--- src/rtl/rbsp_epb_buffer_pkg.sv ---
`default_nettype none
// ============================================================================
// Module   : rbsp_epb_buffer_pkg
// Brief    : Shared constants and helpers for the RBSP emulation-prevention
//            byte buffer (buffer geometry, EPB pattern, consume clamp).
// Revision : 1.0 - initial release
// ============================================================================
package rbsp_epb_buffer_pkg;

    localparam int          RBSP_BUF_W   = 64;
    localparam int          RBSP_WIN_W   = 32;
    localparam logic [7:0]  EPB_BYTE     = 8'h03;
    localparam int          EPB_ZERO_RUN = 2;

    // Largest consume request honoured in one cycle; larger requests clamp.
    localparam logic [5:0]  RBSP_MAX_FWD = 6'd32;

    // Clamp a requested forward length to the window width.
    function automatic logic [5:0] clamp_forward_len(input logic [5:0] len);
        return (len > RBSP_MAX_FWD) ? RBSP_MAX_FWD : len;
    endfunction

endpackage : rbsp_epb_buffer_pkg
`default_nettype wire

--- src/rtl/rbsp_epb_buffer_if.sv ---
`default_nettype none
// ============================================================================
// Module   : rbsp_epb_buffer_if
// Brief    : Stream-memory byte bus plus the RBSP look-ahead window bus that
//            the buffer presents to the bitstream controller and parsers.
// Revision : 1.0 - initial release
// ============================================================================
interface rbsp_epb_buffer_if;

    // Byte side (stream memory)
    logic [7:0] stream_mem_data;
    logic       stream_mem_valid;
    logic       stream_mem_rd;

    // Bit side (parsers)
    logic [5:0] forward_len;
    logic [31:0] rbsp_out;
    logic       rbsp_buffer_valid;
    logic [6:0] bit_count;

    // Producer of bytes / consumer of bits
    modport master (
        output stream_mem_data,
        output stream_mem_valid,
        input  stream_mem_rd,
        output forward_len,
        input  rbsp_out,
        input  rbsp_buffer_valid,
        input  bit_count
    );

    // The buffer itself
    modport slave (
        input  stream_mem_data,
        input  stream_mem_valid,
        output stream_mem_rd,
        input  forward_len,
        output rbsp_out,
        output rbsp_buffer_valid,
        output bit_count
    );

endinterface : rbsp_epb_buffer_if
`default_nettype wire

--- src/rtl/rbsp_epb_buffer_epb_detector.sv ---
`default_nettype none
// ============================================================================
// Module   : epb_detector
// Brief    : Tracks the run of 0x00 bytes in the raw stream and flags a 0x03
//            that follows two zeros as an emulation-prevention byte to drop.
// Revision : 1.0 - initial release
// ============================================================================
module epb_detector
    import rbsp_epb_buffer_pkg::*;
(
    input  wire logic       clk,
    input  wire logic       rst,
    input  wire logic       i_ena,
    input  wire logic       i_flush,
    input  wire logic       i_accept,
    input  wire logic [7:0] i_data,
    output logic            o_drop
);

    localparam logic [1:0] c_ZERO_RUN_MAX = 2'(EPB_ZERO_RUN);

    logic [1:0] r_zero_run;
    logic       w_drop;

    // Drop decision from the zero-run history and the byte on the bus now.
    always_comb begin
        w_drop = (r_zero_run == c_ZERO_RUN_MAX) && (i_data == EPB_BYTE);
    end

    assign o_drop = w_drop;

    // Zero-run history: advances on accepted bytes only, saturating at two
    // so that 00 00 00 03 still marks the 03 for removal.
    always_ff @(posedge clk or posedge rst) begin
        if (rst) begin
            r_zero_run <= 2'd0;
        end else if (i_ena) begin
            if (i_flush) begin
                r_zero_run <= 2'd0;
            end else if (i_accept) begin
                if (w_drop) begin
                    r_zero_run <= 2'd0;
                end else if (i_data == 8'h00) begin
                    r_zero_run <= (r_zero_run == c_ZERO_RUN_MAX) ? r_zero_run
                                                                 : r_zero_run + 2'd1;
                end else begin
                    r_zero_run <= 2'd0;
                end
            end
        end
    end

endmodule : epb_detector
`default_nettype wire

--- src/rtl/rbsp_epb_buffer.sv ---
`default_nettype none
// ============================================================================
// Module   : rbsp_epb_buffer
// Brief    : Pulls raw NAL bytes, removes emulation-prevention bytes and packs
//            the RBSP bits into a left-aligned 64-bit shift buffer, presenting
//            a 32-bit look-ahead window to the parsers.
// Revision : 1.0 - initial release
// ============================================================================
module rbsp_epb_buffer
    import rbsp_epb_buffer_pkg::*;
#(
    parameter int BUF_W = RBSP_BUF_W,
    parameter int WIN_W = RBSP_WIN_W
)
(
    input  wire logic          clk,
    input  wire logic          rst,
    input  wire logic          ena,
    input  wire logic          flush,
    output logic               epb_removed,
    rbsp_epb_buffer_if.slave   bus
);

    // A byte fits only while at least eight free bit positions remain.
    localparam logic [6:0] c_FILL_MAX = 7'(BUF_W - 8);
    localparam logic [6:0] c_WIN_BITS = 7'(WIN_W);

    logic [BUF_W-1:0] r_buffer;
    logic [6:0]       r_bit_count;
    logic             r_epb_removed;

    logic             w_rd;
    logic             w_accept;
    logic             w_drop;
    logic             w_kept;
    logic             w_valid;
    logic [5:0]       w_fl;
    logic [6:0]       w_rem;
    logic [BUF_W-1:0] w_shifted;
    logic [BUF_W-1:0] w_insert;
    logic [BUF_W-1:0] w_next_buffer;
    logic [6:0]       w_next_count;

    epb_detector u_epb_detector (
        .clk      (clk),
        .rst      (rst),
        .i_ena    (ena),
        .i_flush  (flush),
        .i_accept (w_accept),
        .i_data   (bus.stream_mem_data),
        .o_drop   (w_drop)
    );

    // Accept/consume decisions and the shifted-plus-inserted next buffer.
    always_comb begin
        w_rd          = ena && !flush && (r_bit_count <= c_FILL_MAX);
        w_accept      = w_rd && bus.stream_mem_valid;
        w_kept        = w_accept && !w_drop;
        w_valid       = (r_bit_count >= c_WIN_BITS);
        // Bits are only consumed from a window that is actually full.
        w_fl          = (ena && w_valid) ? clamp_forward_len(bus.forward_len) : 6'd0;
        w_rem         = r_bit_count - {1'b0, w_fl};
        w_shifted     = r_buffer << w_fl;
        // New byte lands directly after the remaining bits, MSB first.
        w_insert      = {bus.stream_mem_data, {(BUF_W-8){1'b0}}} >> w_rem;
        w_next_buffer = w_kept ? (w_shifted | w_insert) : w_shifted;
        w_next_count  = w_rem + (w_kept ? 7'd8 : 7'd0);
    end

    // Buffer, fill level and EPB pulse; everything holds while ena is low.
    always_ff @(posedge clk or posedge rst) begin
        if (rst) begin
            r_buffer      <= '0;
            r_bit_count   <= 7'd0;
            r_epb_removed <= 1'b0;
        end else if (ena) begin
            if (flush) begin
                r_buffer      <= '0;
                r_bit_count   <= 7'd0;
                r_epb_removed <= 1'b0;
            end else begin
                r_buffer      <= w_next_buffer;
                r_bit_count   <= w_next_count;
                r_epb_removed <= w_accept && w_drop;
            end
        end
    end

    assign bus.stream_mem_rd     = w_rd;
    assign bus.rbsp_out          = r_buffer[BUF_W-1 -: WIN_W];
    assign bus.rbsp_buffer_valid = w_valid;
    assign bus.bit_count         = r_bit_count;
    assign epb_removed           = r_epb_removed;

endmodule : rbsp_epb_buffer
`default_nettype wire

--- src/flat_wrapper.sv ---
// flat-port wrapper written by rule: the top's interface ports become plain ports
module rbsp_epb_buffer_flat import rbsp_epb_buffer_pkg::*;
#(
    parameter int BUF_W = RBSP_BUF_W,
    parameter int WIN_W = RBSP_WIN_W
)
  (clk, rst, ena, flush, epb_removed, bus_stream_mem_data, bus_stream_mem_valid, bus_stream_mem_rd, bus_forward_len, bus_rbsp_out, bus_rbsp_buffer_valid, bus_bit_count);
  rbsp_epb_buffer_if bus_i ();
  input  wire logic clk;
  input  wire logic rst;
  input  wire logic ena;
  input  wire logic flush;
  output logic epb_removed;
  input wire logic [$bits(bus_i.stream_mem_data)-1:0] bus_stream_mem_data;
  input wire logic [$bits(bus_i.stream_mem_valid)-1:0] bus_stream_mem_valid;
  output wire logic [$bits(bus_i.stream_mem_rd)-1:0] bus_stream_mem_rd;
  input wire logic [$bits(bus_i.forward_len)-1:0] bus_forward_len;
  output wire logic [$bits(bus_i.rbsp_out)-1:0] bus_rbsp_out;
  output wire logic [$bits(bus_i.rbsp_buffer_valid)-1:0] bus_rbsp_buffer_valid;
  output wire logic [$bits(bus_i.bit_count)-1:0] bus_bit_count;
  assign bus_i.stream_mem_data = bus_stream_mem_data;
  assign bus_i.stream_mem_valid = bus_stream_mem_valid;
  assign bus_stream_mem_rd = bus_i.stream_mem_rd;
  assign bus_i.forward_len = bus_forward_len;
  assign bus_rbsp_out = bus_i.rbsp_out;
  assign bus_rbsp_buffer_valid = bus_i.rbsp_buffer_valid;
  assign bus_bit_count = bus_i.bit_count;
  rbsp_epb_buffer #(.BUF_W(BUF_W), .WIN_W(WIN_W)) u_core (.clk(clk), .rst(rst), .ena(ena), .flush(flush), .epb_removed(epb_removed), .bus(bus_i));
endmodule
--- config.mk ---
export PLATFORM = sky130hd
export DESIGN_NAME = rbsp_epb_buffer_flat
export DESIGN_NICKNAME = d
export VERILOG_FILES = /design/src/rtl/rbsp_epb_buffer_pkg.sv /design/src/rtl/rbsp_epb_buffer_if.sv /design/src/rtl/rbsp_epb_buffer_epb_detector.sv /design/src/rtl/rbsp_epb_buffer.sv /design/src/flat_wrapper.sv
export SDC_FILE = /design/constraint.sdc
export NUM_CORES = 1
export LEC_CHECK = 0
export BUFFER_PORTS_ARGS = -buffer_cell sky130_fd_sc_hd__buf_2
export CORE_AREA = 2 2 139 175
export DETAILED_ROUTE_END_ITERATION = 8
export DIE_AREA = 0 0 141 177
export PLACE_DENSITY = 0.61
export SLEW_MARGIN = 5
export SYNTH_ARGS = -nofsm -noshare
export SYNTH_HDL_FRONTEND = slang
export SYNTH_SLANG_ARGS = --single-unit
export TNS_END_PERCENT = 1
--- constraint.sdc ---
create_clock -name clk -period 3.43 [get_ports clk]
set_clock_uncertainty 0.05 [all_clocks]
set_input_delay 0.1715 -clock clk [delete_from_list [all_inputs] [get_ports clk]]
set_output_delay 0.1715 -clock clk [all_outputs]
set_load 0.01 [all_outputs]
-- Word-level counts from Yosys, hierarchy flattened
Cells that the tools add are included.
- bits in registers: 74
- bits of input ports: 19
- word-level logic and storage cells: 40
- $add $sub $neg: 3
- order comparisons: 3
- equality and inequality tests: 3
- shifts and indexed selects: 2
- muxes and demuxes: 12
- bitwise logic cells: 1
- reductions and logical operators: 12
- operator list (kind ; number):
    $mux W64 ; 2
    $or A64 B64 Y64 ; 1
    $shl A64 B6 Y64 ; 1
    $shr A64 B7 Y64 ; 1
    $mux W6 ; 2
    $mux W2 ; 5
    $eq A8 B2 Y1 const B ; 1
    $logic_not A8 Y1 ; 1
    $add A7 B7 Y7 ; 1
    $ge A7 B6 Y1 const B ; 1
    $le A7 B6 Y1 const B ; 1
    $logic_and A1 B1 Y1 ; 7
    $mux W7 ; 1
    $sub A7 B6 Y7 ; 1
    $gt A6 B6 Y1 const B ; 1
    $mux W4 ; 1
    $ne A4 B3 Y1 const B ; 1
    $reduce_and A3 Y1 ; 1
    $add A2 B1 Y2 const B ; 1
    $eq A2 B2 Y1 const B ; 1
    $logic_not A1 Y1 ; 2
    $reduce_bool A2 Y1 ; 1
    $mux W1 ; 1

-- Longest topological paths before layout
- depth after elaboration: 8
- depth in mapped cells: 18
- mapped depth without buffers: 14

-- Hierarchy
Synthesis repeated with hierarchy kept, for this count alone.
- cell total of the unflattened synthesis: 1214
- area total of the unflattened synthesis: 9584.2 um^2
- modules (own cells, without submodules) (module ; times used ; cells an instance ; area an instance (um^2) ; seq. area each (um^2)):
    rbsp_epb_buffer ; 1 ; 1195 ; 9437.8 ; 1801.7
    epb_detector ; 1 ; 19 ; 146.4 ; 50.0

-- Worst setup path before layout
Ideal clock, no wire load.
- path kind: reg2reg
- from: reg u_core.r_bit_count[5] (netlist: u_core.bus.bit_count[5])
- to: reg u_core.r_bit_count[6] (netlist: u_core.bus.bit_count[6])
- setup time: 0.121 ns
- arrival: 3.421 ns
- data required time: 3.259 ns
- slack: -0.162 ns
- cell stages (with the launch flop): 19
- buffers on the path: 5
- period minus slack after synthesis: 3.592 ns
- cells stage by stage: dfrtp_1 -> o21a_1 -> buf_6 -> and3_1 -> buf_2 -> inv_4 -> buf_4 -> buf_2 -> ha_1 -> nor2_1 -> a21oi_1 -> xnor2_2 -> inv_2 -> buf_2 -> ha_1 -> nand2_1 -> xnor2_1 -> o21ai_0 -> a22o_1
- cells in the longest elaborated chain, start to end: 7
- ends and longest elaborated chain (what ; RTL line ; RTL):
    start: declaration ; rbsp_epb_buffer.sv:29 ; logic [6:0] r_bit_count;
    start signal: assignment ; rbsp_epb_buffer.sv:83 ; r_bit_count <= w_next_count;
    branches (longest 5 deep; another with $ge A7 B6 Y1) ; - ;
    $add A7 B7 Y7 (*) ; rbsp_epb_buffer.sv:67 ; w_next_count = w_rem + (w_kept ? 7'd8 : 7'd0);
    $mux W7 (*) ; rbsp_epb_buffer.sv:77 ; if (flush) begin
Every way passes the cells marked *.
A chain may end at the register's enable or synchronous reset.

-- Worst setup path in the final report
- from: reg u_core.r_bit_count[6] (netlist: u_core.bus.bit_count[6])
- to: reg u_core.r_buffer[51]
- cells in the longest elaborated chain, start to end: 8
- ends and longest elaborated chain (what ; RTL line ; RTL):
    $ge A7 B6 Y1 ; rbsp_epb_buffer.sv:59 ; w_valid = (r_bit_count >= c_WIN_BITS);
    $logic_and A1 B1 Y1 ; rbsp_epb_buffer.sv:61 ; w_fl = (ena && w_valid) ? clamp_forward_len(bus.forward_len) : 6'd0;
    $mux W6 ; rbsp_epb_buffer.sv:61 ;
    $sub A7 B6 Y7 ; rbsp_epb_buffer.sv:62 ; w_rem = r_bit_count - {1'b0, w_fl};
    $shr A64 B7 Y64 ; rbsp_epb_buffer.sv:65 ; w_insert = {bus.stream_mem_data, {(BUF_W-8){1'b0}}} >> w_rem;
    $or A64 B64 Y64 ; rbsp_epb_buffer.sv:66 ; w_next_buffer = w_kept ? (w_shifted | w_insert) : w_shifted;
    $mux W64 (*) ; rbsp_epb_buffer.sv:66 ;
    $mux W64 (*) ; rbsp_epb_buffer.sv:77 ;
    end signal: assignment ; rbsp_epb_buffer.sv:82 ; r_buffer <= w_next_buffer;
    end: declaration ; rbsp_epb_buffer.sv:28 ; logic [BUF_W-1:0] r_buffer;
Mark *: on every way between the ends. The rest lies on a longest branch, timed or not.

==> results.toml <==
[clock_tree]
cts_root_buf = "clkbuf_16"
cts_setup_buffers = 0
cts_tree = "built"
clkTransAtPathRegs_ps = 70
worstSkewPairLatency_ps = 370
cts_buffers = 9
h-tree-depth = 3
cts_sinks = 74
clockBufferDepth = 2

[synthesis]
synth_nets = 1248
ys_async_sr_fraction = 1.00
yosys.area_share.simple = 0.188
muxShareOfSynthArea = 0.108
ys_ff_latch = 74
seq_area_frac_synth = 0.202
synth_top_area_frac = 0.202
synth_adder_area_share = 0.0145
syn_inst = 1219
synth_xor_area_frac = 0.00835
yosysWarnings = 0
synth_cell_types = 91
synth_ff_type = "dfrtp_1"
yosysTopAreaCell = "dfrtp_1"
syn-cell-area_mm2 = 0.00915
yosys-top-cells-area = "dfrtp_1, mux2i_1, nand2_1, nor2_1, a21oi_1"
synth_compound_area_frac = 0.373
synth_top_family_by_area = "compound AO/OA/AOI/OAI gates"
syn-mean-instance-area_um2 = 7.50
synth-edff-count = 0

[global_routing]
track_usage = 0.358
overflow = 0
antenna_found_initial = 0
grt_pass1_vias = 10600
grt_max_degree = 70
grt_pass1_wl_um = 67300

[setup_path]
crit_family = "compound AO/OA/AOI/OAI gates"
path_max_fanout = 12
rr_startpoint = "u_core.bus.bit_count[6]$_DFFE_PP0P_"
worst-path-buf-inv = 3
worst-path-stages = 11
crit_arrival_ps = 3650
rr_worst_depth = 11
crit_path_start_kind = "flip-flop"
cp_cell_sequence = "o21ai_4 -> buf_4 -> nor3_2 -> buf_4 -> o22ai_1 -> nor2_1 -> a21oi_1 -> o21ai_0 -> o21ai_0 -> buf_4 -> o21ai_0"
critPathSlowestCell = "o21ai_0"
cp-endpoint = "u_core.r_buffer[51]$_DFFE_PP0P_"
crit_start = "u_core.bus.bit_count[6]$_DFFE_PP0P_"
cp_slowest_stage_delay_ps = 460
r2r-end = "u_core.r_buffer[51]$_DFFE_PP0P_"
reg2reg_slack_ps = -20
critPathRequiredTime_ps = 3630
cp-end-kind = "flip-flop"
critPathKind = "reg -> reg"

[floorplan]
die-area_mm2 = 0.0250
ios = 61
rows = 63
die-width_um = 141
die_h_um = 177
initial_core_util = 0.391
coreArea_mm2 = 0.0234

[layout]
fin_cells = 1557
fill_cells = 2403
syn_to_final_growth_pct = 12.2
mostFrequentLayoutCells = "nand2_1, buf_4, nor2_1"
fin_area_mm2 = 0.0103
mostFrequentLayoutCell = "nand2_1"
fin_nets = 1287
drive_above_1_share = 0.200

[routing]
drtIter0Drc = 1560
post_drt_wl_per_cell_um = 29.1
drc = 0
first_pass_iters = 9
wirelength_um = 45300
viasPerCell = 7.12
num_vias = 11100
antenna_left = 0

[timing]
setup_viol = 1
period_minus_slack_ps = 3450
relSlewSlack = 0.220
tns_ps = -15.4
slew_violations = 0
fin_crit_sh = 1.00
rsz0062_at_grt = "no"
worst_pin_slew_ps = 1160
fmax_ghz = 0.290
final-hold-violation-count = 0
fin_ws_ps = -15.4

[pwr]
switching_share = 0.528
irDropWorstVdd_v = 0.000557
p_per_area_mw_per_mm2 = 725
p_total_mw = 7.44
p_seq_frac = 0.205
clockPowerShare = 0.134
p_int_mw = 3.51
combPwrFrac = 0.662
p_sw_mw = 3.93
p_leak_nw = 4.26

[outcome]
violations = "negative setup slack"
status = "complete, but fails checks"

[place]
dpl-instance-area_mm2 = 0.00996
hpwl_um = 33400
dp.cells = 1538
gp_congestion = 1.05
numPortBuffers = 60

[job]
drv_cap = 0

[worst_hold_path]
hold_class = "in -> reg"
==> layer usage <==
layer	wire, um	GRT usage	share of wire
met1	16800	0.453	0.37
met2	19700	0.545	0.43
met3	5170	0.0676	0.11
met4	3640	0.259	0.080
met5	0	0	0
==> Yosys cell counts (6+ instances only) <==
cell type,count
nand2_1,136
nor2_1,99
dfrtp_1,74
a21oi_1,73
o21ai_0,71
mux2i_1,62
buf_2,42
o22ai_1,42
buf_4,41
clkbuf_1,40
inv_1,39
a22oi_1,31
nand3_1,29
a31oi_1,28
a221oi_1,24
mux2_2,23
nor3_1,23
a211oi_1,18
o211ai_1,16
o2bb2ai_1,16
nand2b_1,14
o21a_1,14
o21ai_1,13
a221o_1,11
nor2b_1,11
o31ai_1,11
buf_1,10
o221ai_1,10
a2bb2oi_1,9
and3_1,9
ha_1,9
a22o_1,8
o22a_1,8
a222oi_1,7
a32oi_1,7
buf_6,7
nand4_1,7
nor4_1,7
a21o_1,6
and2_1,6
inv_2,6
==> cells by family (layout without fill, tap and decap cells) <==
group / after synthesis / in the layout
AO/OA/AOI/OAI: 480 / 480
buffers and inverters: 188 / 232
XOR/XNOR: 7 / 7
other: 0 / 2
multiplexers: 92 / 92
adder cells (fa/ha/maj): 10 / 10
AND/OR/NAND/NOR: 368 / 368
flip-flops: 74 / 74
==> power by group through the flow <==
stage	sequential [mW]	combinational, mW	clock, mW
global placement	1.50	4.72	0
finish	1.52	4.92	0.993
detailed placement	1.51	4.71	0
CTS	1.49	4.74	0.975
floorplan	1.33	2.97	0
global route	1.53	5.18	1.01
==> registers in the layout, summed over array words and instances (netlist names) <==
register and flops:
u_core.r_buffer 64, u_core.bus.bit_count 7, u_core.u_epb_detector.r_zero_run 2, u_core.epb_removed 1
==> metrics by stage <==
step	hold slack, ps	setup WS [ps]	util
2_1_floorplan	306	-26.6	-
3_3_place_gp	224	177	0.425
3_5_place_dp	217	121	0.425
4_1_cts	102	93.4	0.438
5_1_grt	131	5.13	0.438
6_report	100	-15.4	0.438
==> tightest hold or removal path: cells and delay by family <==
family | cells | cell delay (ps)
AOI/OAI and AO/OA | 1 | 70
and+or+nand+nor | 1 | 110
buffers and inverters | 1 | 120
==> repair_timing <==
action	in CTS	in global routing
gates resized for setup	0	1
endpoints found under the hold margin	26	0
hold buffers	1	0
setup endpoints to repair	0	8
==> final cells by class <==
| type | instances | area, um^2 | area share |
|---|---|---|---|
| Sequential cell | 74 | 1850 | 0.181 |
| Tap cell | 292 | 365 | 0.0356 |
| Clock buffer | 15 | 278 | 0.0271 |
| Inverter | 48 | 186 | 0.0182 |
| Timing Repair Buffer | 168 | 1220 | 0.119 |
| Antenna cell | 2 | 5.00 | 0.000488 |
| Clock inverter | 1 | 7.51 | 0.000732 |
| Multi-Input combinational cell | 957 | 6350 | 0.619 |
==> worst min-delay path by stage <==
stage,endpoint,cells past startpoint,startpoint,slack (ps)
final,u_core.epb_removed$_DFFE_PP0P_,3,bus_stream_mem_data[0],100
after global routing,u_core.epb_removed$_DFFE_PP0P_,3,bus_stream_mem_data[0],130
after CTS,u_core.epb_removed$_DFFE_PP0P_,3,bus_stream_mem_data[0],100
after detailed placement,u_core.r_buffer[8]$_DFFE_PP0P_,2,rst,220
after global placement,u_core.r_buffer[9]$_DFFE_PP0P_,2,rst,220
after floorplan,u_core.epb_removed$_DFFE_PP0P_,2,bus_stream_mem_data[1],310
Power figures use the tool's default switching activity.
